===== config.mk =====
export PLATFORM = sky130hd
export DESIGN_NAME = xram_arb_flat
export DESIGN_NICKNAME = d
export VERILOG_FILES = /design/src/rtl/xram_arb_pkg.sv /design/src/rtl/xram_arb_if.sv /design/src/rtl/xram_arb_rr.sv /design/src/rtl/xram_arb.sv /design/src/flat_wrapper.sv
export SDC_FILE = /design/constraint.sdc
export NUM_CORES = 1
export LEC_CHECK = 0
export BUFFER_PORTS_ARGS = -buffer_cell sky130_fd_sc_hd__buf_4
export CORE_UTILIZATION = 40
export DETAILED_ROUTE_END_ITERATION = 16
export HOLD_SLACK_MARGIN = 0.08
export MAX_ROUTING_LAYER = met4
export PLACE_DENSITY = 0.81
export SLEW_MARGIN = 25
export SYNTH_ARGS = -nofsm -noshare
export SYNTH_HDL_FRONTEND = slang
export SYNTH_HIERARCHICAL = 1
export SYNTH_SLANG_ARGS = --single-unit

===== constraint.sdc =====
create_clock -name clk -period 3.1 [get_ports clk]
set_clock_uncertainty 0.15 [all_clocks]
set_input_delay 0.31 -clock clk [delete_from_list [all_inputs] [get_ports clk]]
set_output_delay 0.31 -clock clk [all_outputs]
set_load 0.02 [all_outputs]

===== src/rtl/xram_arb_pkg.sv =====
// Shared types and constants for the XRAM port arbiter.
package xram_arb_pkg;

   typedef enum logic [1:0] {
      ST_IDLE  = 2'b00,
      ST_GRANT = 2'b01
   } state_t;

   localparam int DEF_NUM_REQ  = 3;
   localparam int DEF_ADDR_W   = 16;
   localparam int DEF_DATA_W   = 8;
   localparam int DEF_MAX_HOLD = 16;

   localparam int REQ_MEMWR = 0;
   localparam int REQ_AES   = 1;
   localparam int REQ_SHA   = 2;

   localparam int HOLD_W = 8;

endpackage


===== src/rtl/xram_arb_if.sv =====
// Requester-side and XRAM-side signals of the shared byte port.
interface xram_arb_if
   import xram_arb_pkg::*;
#(
   parameter int NUM_REQ = DEF_NUM_REQ,
   parameter int ADDR_W  = DEF_ADDR_W,
   parameter int DATA_W  = DEF_DATA_W
);
   logic [NUM_REQ-1:0]        req_stb;
   logic [NUM_REQ-1:0]        req_wr;
   logic [NUM_REQ*ADDR_W-1:0] req_addr;
   logic [NUM_REQ*DATA_W-1:0] req_data_out;
   logic [NUM_REQ-1:0]        req_ack;
   logic [DATA_W-1:0]         req_data_in;
   logic [ADDR_W-1:0]         xram_addr;
   logic [DATA_W-1:0]         xram_data_out;
   logic [DATA_W-1:0]         xram_data_in;
   logic                      xram_ack;
   logic                      xram_stb;
   logic                      xram_wr;

   modport master (
      input  req_stb, req_wr, req_addr, req_data_out,
      input  xram_data_in, xram_ack,
      output req_ack, req_data_in,
      output xram_addr, xram_data_out, xram_stb, xram_wr
   );

   modport slave (
      output req_stb, req_wr, req_addr, req_data_out,
      output xram_data_in, xram_ack,
      input  req_ack, req_data_in,
      input  xram_addr, xram_data_out, xram_stb, xram_wr
   );

endinterface


===== src/rtl/xram_arb_rr.sv =====
// Round-robin pick: first set request at or after ptr, returned one-hot.
module xram_arb_rr
   import xram_arb_pkg::*;
#(
   parameter int N  = DEF_NUM_REQ,
   parameter int PW = (N > 1) ? $clog2(N) : 1
) (
   input  logic [N-1:0]  req,
   input  logic [PW-1:0] ptr,
   output logic          valid,
   output logic [N-1:0]  pick
);

   logic [2*N-1:0] dbl;
   logic [2*N-1:0] back;
   logic [N-1:0]   rot;
   logic [N-1:0]   first;

   always_comb begin
      dbl   = {req, req} >> ptr;
      rot   = dbl[N-1:0];
      first = rot & (-rot);
      back  = {first, first} << ptr;
      pick  = back[2*N-1:N];
      valid = |req;
   end

endmodule


===== src/rtl/xram_arb.sv =====
// Round-robin owner of the XRAM byte port with a burst-hold limit.
module xram_arb
   import xram_arb_pkg::*;
#(
   parameter int NUM_REQ  = DEF_NUM_REQ,
   parameter int ADDR_W   = DEF_ADDR_W,
   parameter int DATA_W   = DEF_DATA_W,
   parameter int MAX_HOLD = DEF_MAX_HOLD
) (
   input  logic               clk,
   input  logic               rst_n,
   xram_arb_if.master         bus,
   output logic [NUM_REQ-1:0] arb_grant,
   output logic               arb_busy,
   output logic [HOLD_W-1:0]  arb_hold_cnt
);

   localparam int PW = (NUM_REQ > 1) ? $clog2(NUM_REQ) : 1;

   state_t              state_q, state_d;
   logic [NUM_REQ-1:0]  grant_q, grant_d;
   logic [PW-1:0]       ptr_q, ptr_d;
   logic [HOLD_W-1:0]   hold_q, hold_d;

   logic                rr_valid;
   logic [NUM_REQ-1:0]  rr_pick;
   logic [PW-1:0]       own_idx;
   logic [PW-1:0]       own_nxt;
   logic                own_stb;
   logic                others;
   logic [HOLD_W:0]     hold_inc;
   logic                at_lim;
   logic [HOLD_W-1:0]   hold_sat;

   xram_arb_rr #(
      .N  (NUM_REQ),
      .PW (PW)
   ) u_rr (
      .req   (bus.req_stb),
      .ptr   (ptr_q),
      .valid (rr_valid),
      .pick  (rr_pick)
   );

   always_comb begin
      own_idx = '0;
      for (int i = 0; i < NUM_REQ; i++)
         if (grant_q[i]) own_idx = PW'(i);
   end

   always_comb begin
      own_nxt  = (own_idx == PW'(NUM_REQ - 1)) ? '0 : own_idx + PW'(1);
      own_stb  = bus.req_stb[own_idx];
      others   = |(bus.req_stb & ~grant_q);
      hold_inc = {1'b0, hold_q} + (HOLD_W+1)'(1);
      at_lim   = hold_inc >= (HOLD_W+1)'(MAX_HOLD);
      hold_sat = (&hold_q) ? hold_q : hold_inc[HOLD_W-1:0];
   end

   always_comb begin
      state_d           = state_q;
      grant_d           = grant_q;
      ptr_d             = ptr_q;
      hold_d            = hold_q;
      bus.xram_stb      = 1'b0;
      bus.xram_wr       = 1'b0;
      bus.xram_addr     = '0;
      bus.xram_data_out = '0;
      bus.req_ack       = '0;
      case (state_q)
         ST_IDLE: begin
            if (rr_valid) begin
               state_d = ST_GRANT;
               grant_d = rr_pick;
               hold_d  = '0;
            end
         end
         ST_GRANT: begin
            bus.xram_stb      = own_stb;
            bus.xram_wr       = bus.req_wr[own_idx];
            bus.xram_addr     = bus.req_addr[own_idx*ADDR_W +: ADDR_W];
            bus.xram_data_out = bus.req_data_out[own_idx*DATA_W +: DATA_W];
            bus.req_ack       = grant_q & {NUM_REQ{bus.xram_ack}};
            if (!own_stb) begin
               state_d = ST_IDLE;
               grant_d = '0;
               ptr_d   = own_nxt;
            end else if (bus.xram_ack) begin
               // preempt only on an acked boundary so no transfer is split
               if (at_lim && others) begin
                  state_d = ST_IDLE;
                  grant_d = '0;
                  ptr_d   = own_nxt;
                  hold_d  = hold_sat;
               end else if (at_lim) begin
                  hold_d = '0;
               end else begin
                  hold_d = hold_sat;
               end
            end
         end
         default: begin
            state_d = ST_IDLE;
            grant_d = '0;
         end
      endcase
   end

   always_ff @(posedge clk or negedge rst_n) begin
      if (!rst_n) begin
         state_q <= ST_IDLE;
         grant_q <= '0;
         ptr_q   <= '0;
         hold_q  <= '0;
      end else begin
         state_q <= state_d;
         grant_q <= grant_d;
         ptr_q   <= ptr_d;
         hold_q  <= hold_d;
      end
   end

   assign bus.req_data_in = rst_n ? bus.xram_data_in : '0;
   assign arb_grant       = grant_q;
   assign arb_busy        = (state_q == ST_GRANT);
   assign arb_hold_cnt    = hold_q;

endmodule


===== src/flat_wrapper.sv =====
// flat-port wrapper written by rule: the top's interface ports become plain ports
module xram_arb_flat import xram_arb_pkg::*;
#(
   parameter int NUM_REQ  = DEF_NUM_REQ,
   parameter int ADDR_W   = DEF_ADDR_W,
   parameter int DATA_W   = DEF_DATA_W,
   parameter int MAX_HOLD = DEF_MAX_HOLD
)
  (clk, rst_n, arb_grant, arb_busy, arb_hold_cnt, bus_req_stb, bus_req_wr, bus_req_addr, bus_req_data_out, bus_xram_data_in, bus_xram_ack, bus_req_ack, bus_req_data_in, bus_xram_addr, bus_xram_data_out, bus_xram_stb, bus_xram_wr);
  xram_arb_if #(.NUM_REQ(NUM_REQ), .ADDR_W(ADDR_W), .DATA_W(DATA_W)) bus_i ();
  input  logic clk;
  input  logic rst_n;
  output logic [NUM_REQ-1:0] arb_grant;
  output logic arb_busy;
  output logic [HOLD_W-1:0] arb_hold_cnt;
  input wire logic [$bits(bus_i.req_stb)-1:0] bus_req_stb;
  input wire logic [$bits(bus_i.req_wr)-1:0] bus_req_wr;
  input wire logic [$bits(bus_i.req_addr)-1:0] bus_req_addr;
  input wire logic [$bits(bus_i.req_data_out)-1:0] bus_req_data_out;
  input wire logic [$bits(bus_i.xram_data_in)-1:0] bus_xram_data_in;
  input wire logic [$bits(bus_i.xram_ack)-1:0] bus_xram_ack;
  output wire logic [$bits(bus_i.req_ack)-1:0] bus_req_ack;
  output wire logic [$bits(bus_i.req_data_in)-1:0] bus_req_data_in;
  output wire logic [$bits(bus_i.xram_addr)-1:0] bus_xram_addr;
  output wire logic [$bits(bus_i.xram_data_out)-1:0] bus_xram_data_out;
  output wire logic [$bits(bus_i.xram_stb)-1:0] bus_xram_stb;
  output wire logic [$bits(bus_i.xram_wr)-1:0] bus_xram_wr;
  assign bus_i.req_stb = bus_req_stb;
  assign bus_i.req_wr = bus_req_wr;
  assign bus_i.req_addr = bus_req_addr;
  assign bus_i.req_data_out = bus_req_data_out;
  assign bus_i.xram_data_in = bus_xram_data_in;
  assign bus_i.xram_ack = bus_xram_ack;
  assign bus_req_ack = bus_i.req_ack;
  assign bus_req_data_in = bus_i.req_data_in;
  assign bus_xram_addr = bus_i.xram_addr;
  assign bus_xram_data_out = bus_i.xram_data_out;
  assign bus_xram_stb = bus_i.xram_stb;
  assign bus_xram_wr = bus_i.xram_wr;
  xram_arb #(.NUM_REQ(NUM_REQ), .ADDR_W(ADDR_W), .DATA_W(DATA_W), .MAX_HOLD(MAX_HOLD)) u_core (.clk(clk), .rst_n(rst_n), .bus(bus_i), .arb_grant(arb_grant), .arb_busy(arb_busy), .arb_hold_cnt(arb_hold_cnt));
endmodule

==> results_dict.tcl, run 1 <==
set metrics [dict create \
    arrival_ns 1.99 \
    grt_pass1_vias 2009 \
    drt-initial-drc-count 95 \
    critPathRequiredTime_ns 2.64 \
    async_flop_share_pct 100 \
    multi_input_area_mm2 0.00133 \
    rsz0062_at_grt "no" \
    route.detailed.drc 0 \
    cts.sinks 14 \
    synth_edf_count 0 \
    ys_seq_elements 14 \
    post_synth.cell_area_avg_um2 7.64 \
    h-tree-depth 1 \
    synth_area_mm2 0.00177 \
    synth_ff_type "dfrtp_1" \
    finalHoldViolations 0 \
    drt-total-wl_mm 5.88 \
    powerDensity_mw_per_mm2 743 \
    antenna_found_initial 0 \
    final_layout_size_suffix_gt1_share_pct 43.8 \
    syn_nets 323 \
    clock-root-buffer "clkbuf_8" \
    p_leak_uw 0.00142 \
    ys_seq_area_share_pct 19.8 \
    gp_congestion 0.799 \
    r2r-end "u_core/ptr_q[0]" \
    num_rows 23 \
    hold_class "in -> async" \
    hpwl_mm 4.89 \
    area_growth_pct 63.1 \
    dieWidth_um 68.6 \
    r2r_setup_slack_ns 0.83 \
    maxSlewViolCount 0 \
    die-area_mm2 0.00470 \
    power.total_uw 2150 \
    ir_drop_v 0.000369 \
    ys_types 50 \
    start_kind "flop" \
    final.setup.tns_ns 0 \
    status "finished, final reports clean" \
    cts_resized 0 \
    drt_first_pass_iters 4 \
    io_pins 138 \
    vias_per_cell 5.22 \
    track_usage_pct 26.4 \
    initial_core_util_pct 43.1 \
    final_common_cell "buf_4" \
    fp.dieH_um 68.6 \
    endpoint_kind "primary output" \
    finalCritPeriodShare_pct 79.0 \
    nFillCells 355 \
    r2r-start "u_core/arb_hold_cnt[0]" \
    clock_latency_ns 0.25 \
    antenna_left 0 \
    max_cap_viol_count 0 \
    grt_pass1_wl_mm 9.10 \
    seqCellArea_um2 350 \
    criticalPathCategory "reg -> out" \
    fmax_mhz 408 \
    fin_cells 413 \
    io_buffers 137 \
    cts_buffers 3 \
    nNetsFinal 455 \
    final_cell_mix "buf_4 (141), and2_1 (33), o21ai_0 (31), mux2i_1 (27), nand2_1 (27)" \
    worst_pin_slew_ns 0.626 \
    reg2reg_depth 6 \
    dpl.cell_count 408 \
    clk_pin_slew_worst_paths_ns 0.06 \
    yosysWarningCount 6 \
    vias 2155 \
    critPathMaxFanout 23 \
    syn_inst 232 \
    grt-ovfl-total 0 \
    period_needed_ns 2.45 \
    setup_viol 0 \
    n_antenna_cell 0 \
    grt_max_degree 25 \
    wl_per_cell_um 14.2 \
    clock_path_buffers 2 \
    coreArea_mm2 0.00412 \
    cts_tree "built" \
    relSlewSlack_pct 58.3 \
]
==> worst max-delay path by stage <==
stage | startpoint | end | slack, ns | cells after the start
2_1_floorplan | u_core/arb_hold_cnt[0] | u_core/ptr_q[0] | 0.83 | 7
3_3_place_gp | u_core/arb_hold_cnt[0] | u_core/ptr_q[1] | 0.91 | 6
3_5_place_dp | u_core/arb_hold_cnt[0] | u_core/ptr_q[1] | 0.85 | 6
4_1_cts | u_core/arb_grant[1] | bus_xram_addr[9] | 0.65 | 5
5_1_grt | u_core/arb_grant[1] | bus_xram_data_out[4] | 0.51 | 5
6_report | u_core/arb_grant[1] | bus_xram_addr[9] | 0.65 | 5
==> power breakdown <==
group | total (uW) | switching (uW) | internal [uW]
Combinational | 1600 | 840 | 759
Sequential | 372 | 139 | 232
Clock | 177 | 64.6 | 112
==> registers in the layout, summed over array words and instances (netlist names) <==
signal               flops
u_core/arb_hold_cnt      8
u_core/arb_grant         3
u_core/ptr_q             2
u_core/state_q           1
==> routing by layer <==
layer,global-route usage (%),part of all wire [%],vias up
met5,-,0,-
met4,5.21,0.70,0
li1,-,-,1087
met2,44.2,50,80
met3,3.62,6.2,6
met1,33.8,43,982
==> what timing repair did <==
action                                 in CTS  in global routing
endpoints found under the hold margin      14                  0
hold buffers                                1                  0
buffers inserted                            0                  0
==> worst max-delay path: stages (launching register included) <==
cell     delay [ns]
dfrtp_1        0.65
buf_4          0.43
mux2i_1        0.25
o21ai_0        0.09
and2_1         0.16
buf_4          0.15
==> kinds of logic after synthesis <==
group / Yosys count / share of synthesized area (%)
AND/OR/NAND/NOR: 101 / 30.8
AO/OA/AOI/OAI: 60 / 23.7
multiplexers: 31 / 18.3
buffers and inverters: 23 / 5.50
flip-flops: 14 / 19.8
adder cells (fa/ha/maj): 2 / 1.41
XOR/XNOR: 1 / 0.494
==> cell usage after synthesis (3+ instances only) <==
library cell | n | area (um^2)
and2_1 | 33 | 206
o21ai_0 | 31 | 155
mux2i_1 | 27 | 270
nand2_1 | 27 | 101
dfrtp_1 | 14 | 350
clkbuf_1 | 11 | 41.3
inv_1 | 8 | 30.0
nor2b_1 | 7 | 43.8
and3_1 | 6 | 37.5
nor2_1 | 6 | 22.5
nand3_1 | 5 | 25.0
nor3_1 | 5 | 25.0
a31oi_1 | 3 | 18.8
buf_2 | 3 | 15.0
==> area by class of cell <==
type	count	area share, %
repair buffers	142	37.0
flip-flops and latches	14	12.1
clock buffers	4	1.90
multi-input cells	195	45.8
inverters	8	1.04
well taps	50	2.16
==> stage by stage <==
step | worst slack [ns] | hold slack, ns | cell area, um^2 | util, %
2_1_floorplan | 0.826 | -0.136 | 1770 | -
3_3_place_gp | 0.909 | 0.0434 | 2830 | 68.7
3_5_place_dp | 0.845 | 0.0416 | 2830 | 68.7
4_1_cts | 0.650 | 0.317 | 2890 | 70.3
5_1_grt | 0.511 | 0.330 | 2890 | 70.3
6_report | 0.651 | 0.308 | 2890 | 70.3
(Power assumes the default switching activity.)
==> run 2, diff against run 1 <==
--- a/config.mk
+++ b/config.mk
@@ -6,11 +6,11 @@
 export NUM_CORES = 1
 export LEC_CHECK = 0
 export BUFFER_PORTS_ARGS = -buffer_cell sky130_fd_sc_hd__buf_4
-export CORE_UTILIZATION = 40
+export CORE_UTILIZATION = 36
 export DETAILED_ROUTE_END_ITERATION = 16
 export HOLD_SLACK_MARGIN = 0.08
 export MAX_ROUTING_LAYER = met4
-export PLACE_DENSITY = 0.81
+export PLACE_DENSITY = 0.77
 export SLEW_MARGIN = 25
 export SYNTH_ARGS = -nofsm -noshare
 export SYNTH_HDL_FRONTEND = slang
==> constraint.sdc (replaced) <==
create_clock -name clk -period 2.19 [get_ports clk]
set_clock_uncertainty 0.15 [all_clocks]
set_input_delay 0.219 -clock clk [delete_from_list [all_inputs] [get_ports clk]]
set_output_delay 0.219 -clock clk [all_outputs]
set_load 0.02 [all_outputs]
==> run 2 against run 1 <==
Net effect: register-to-register slack got worse by 0.78 ns; sequential cell count unchanged; non-clock buffer count increased by 4; critical path depth increased by 1; first-iteration DRC count increased by 7.4%; worst setup slack got worse by 0.60 ns; sequential power increased by 12%; sequential share of layout area decreased by 0.27 points; count of clock-buffer cells in the layout unchanged; global-route usage decreased by 3.6 points; critical path type is now reg -> reg; largest power group unchanged.
==> results_dict.tcl, run 2 (synthesized netlist as in run 1, its figures left out) <==
set metrics [dict create \
    cts_tree "built" \
    drt_first_pass_iters 4 \
    power.total_uw 3120 \
    path_depth 6 \
    fp.dieH_um 72.2 \
    p_leak_uw 0.00143 \
    h-tree-depth 1 \
    start_kind "flop" \
    num_rows 25 \
    grt_pass1_vias 2060 \
    clock_path_buffers 2 \
    die-area_mm2 0.00521 \
    status "finished, final reports clean" \
    finalHoldViolations 0 \
    antenna_left 0 \
    nNetsFinal 459 \
    cts.sinks 14 \
    setup.worst_path.end "u_core/ptr_q[1]" \
    pwr-share-seq_pct 13.4 \
    nFillCells 445 \
    finalCritPeriodShare_pct 97.5 \
    setup_viol 0 \
    clock-root-buffer "clkbuf_8" \
    period_needed_ns 2.14 \
    worst_pin_slew_ns 0.442 \
    combPwrFrac_pct 78.5 \
    maxSlewViolCount 0 \
    critPathMaxStageDelay_ns 0.42 \
    wl_per_cell_um 13.5 \
    grt_max_degree 32 \
    multi_input_area_mm2 0.00135 \
    vias_per_cell 5.12 \
    largest_reg_flops 8 \
    final_common_cell "buf_4" \
    clk_pin_slew_worst_paths_ns 0.06 \
    grt_pass1_wl_mm 9.12 \
    arrival_ns 2.12 \
    grt-ovfl-total 0 \
    relSlewSlack_pct 70.5 \
    drt-initial-drc-count 102 \
    criticalPathCategory "reg -> reg" \
    endpoint_kind "flop" \
    powerDensity_mw_per_mm2 1050 \
    seqCellArea_um2 353 \
    clock_latency_ns 0.25 \
    hpwl_mm 4.69 \
    io_buffers 137 \
    reg2reg_depth 6 \
    critical_path.top_delay_family "compound AO/OA/AOI/OAI gates" \
    critPathMaxFanout 4 \
    area_growth_pct 68.0 \
    critPathRequiredTime_ns 2.17 \
    r2r-start "u_core/arb_hold_cnt[0]" \
    coreArea_mm2 0.00472 \
    gp_congestion 0.857 \
    p_sw_share_pct 48.3 \
    route.detailed.drc 0 \
    p_clk_share_pct 8.1 \
    switchingPower_uw 1500 \
    final_layout_size_suffix_gt1_share_pct 45.5 \
    critPathLaunch "u_core/arb_hold_cnt[0]" \
    path_cells "ha_4, and3_4, mux2i_4, o211a_4, o31ai_4, mux2_4" \
    drt-total-wl_mm 5.85 \
    max_cap_viol_count 0 \
    fmax_mhz 468 \
    r2r_setup_slack_ns 0.05 \
    n_antenna_cell 0 \
    initial_core_util_pct 37.5 \
    r2r-end "u_core/ptr_q[1]" \
    io_pins 138 \
    rsz0062_at_grt "no" \
    cts_buffers 3 \
    hold_class "in -> async" \
    crit_slowest_cell "dfrtp_2" \
    vias 2224 \
    final_cell_mix "buf_4 (143), and2_1 (33), o21ai_0 (31), mux2i_1 (27), nand2_1 (27)" \
    track_usage_pct 22.8 \
    ir_drop_v 0.000569 \
    crit_buf_inv 0 \
    whs_ns 0.232 \
    p_int_uw 1610 \
    dieWidth_um 72.2 \
    antenna_found_initial 0 \
]
==> run 2: cell count changes in the layout (fill, tap and decap cells not counted), sizes merged <==
cell	previous run	this run
buf	141	145
==> run 2: final cells by class <==
class | instances | area share (%)
well taps | 67 | 2.81
clock buffers | 4 | 1.85
inverters | 8 | 1.01
flip-flops and latches | 14 | 11.8
multi-input cells | 195 | 45.4
repair buffers | 146 | 37.1
==> run 2: per-layer routing <==
layer	up-vias	track usage [%]	wire length [um]
met2	83	37.6	2930
met5	-	-	0
met1	1034	26.8	2340
met3	10	5.28	451
met4	0	9.15	129
li1	1097	-	-
==> run 2: metrics by stage <==
stage	instance area, um^2	setup TNS, ns	util (%)	instances	setup WS (ns)
after global placement	2890	0	61.1	428	0.0964
after floorplan	1790	-0.0107	-	232	-0.00535
after CTS	2950	0	62.5	433	0.0536
final	2980	0	63.1	434	0.0543
after detailed placement	2890	0	61.1	428	0.0615
after global routing	2980	0	63.1	434	0.00756
==> run 2: power by group through the flow <==
stage | Clock [uW] | Sequential [uW] | Combinational (uW)
finish | 251 | 418 | 2450
global route | 273 | 429 | 2630
global placement | 0 | 419 | 2400
detailed placement | 0 | 425 | 2420
CTS | 258 | 422 | 2430
floorplan | 0 | 493 | 1440
==> run 2: repair_timing <==
item / 4_1_cts / 5_1_grt
resized for setup: 0 / 6
buffers inserted: 0 / 1
hold buffers: 1 / 0
endpoints found under the setup margin: 0 / 10
hold endpoints to repair: 14 / 0
==> run 2: how the worst min path moves through the flow <==
| stage | startpoint | to | slack (ns) |
|---|---|---|---|
| floorplan | rst_n | u_core/arb_grant[0] | -0.23 |
| global placement | rst_n | u_core/arb_hold_cnt[2] | -0.05 |
| detailed placement | rst_n | u_core/arb_hold_cnt[2] | -0.05 |
| CTS | rst_n | u_core/arb_hold_cnt[4] | 0.23 |
| global route | rst_n | u_core/arb_grant[2] | 0.25 |
| finish | rst_n | u_core/arb_hold_cnt[2] | 0.23 |
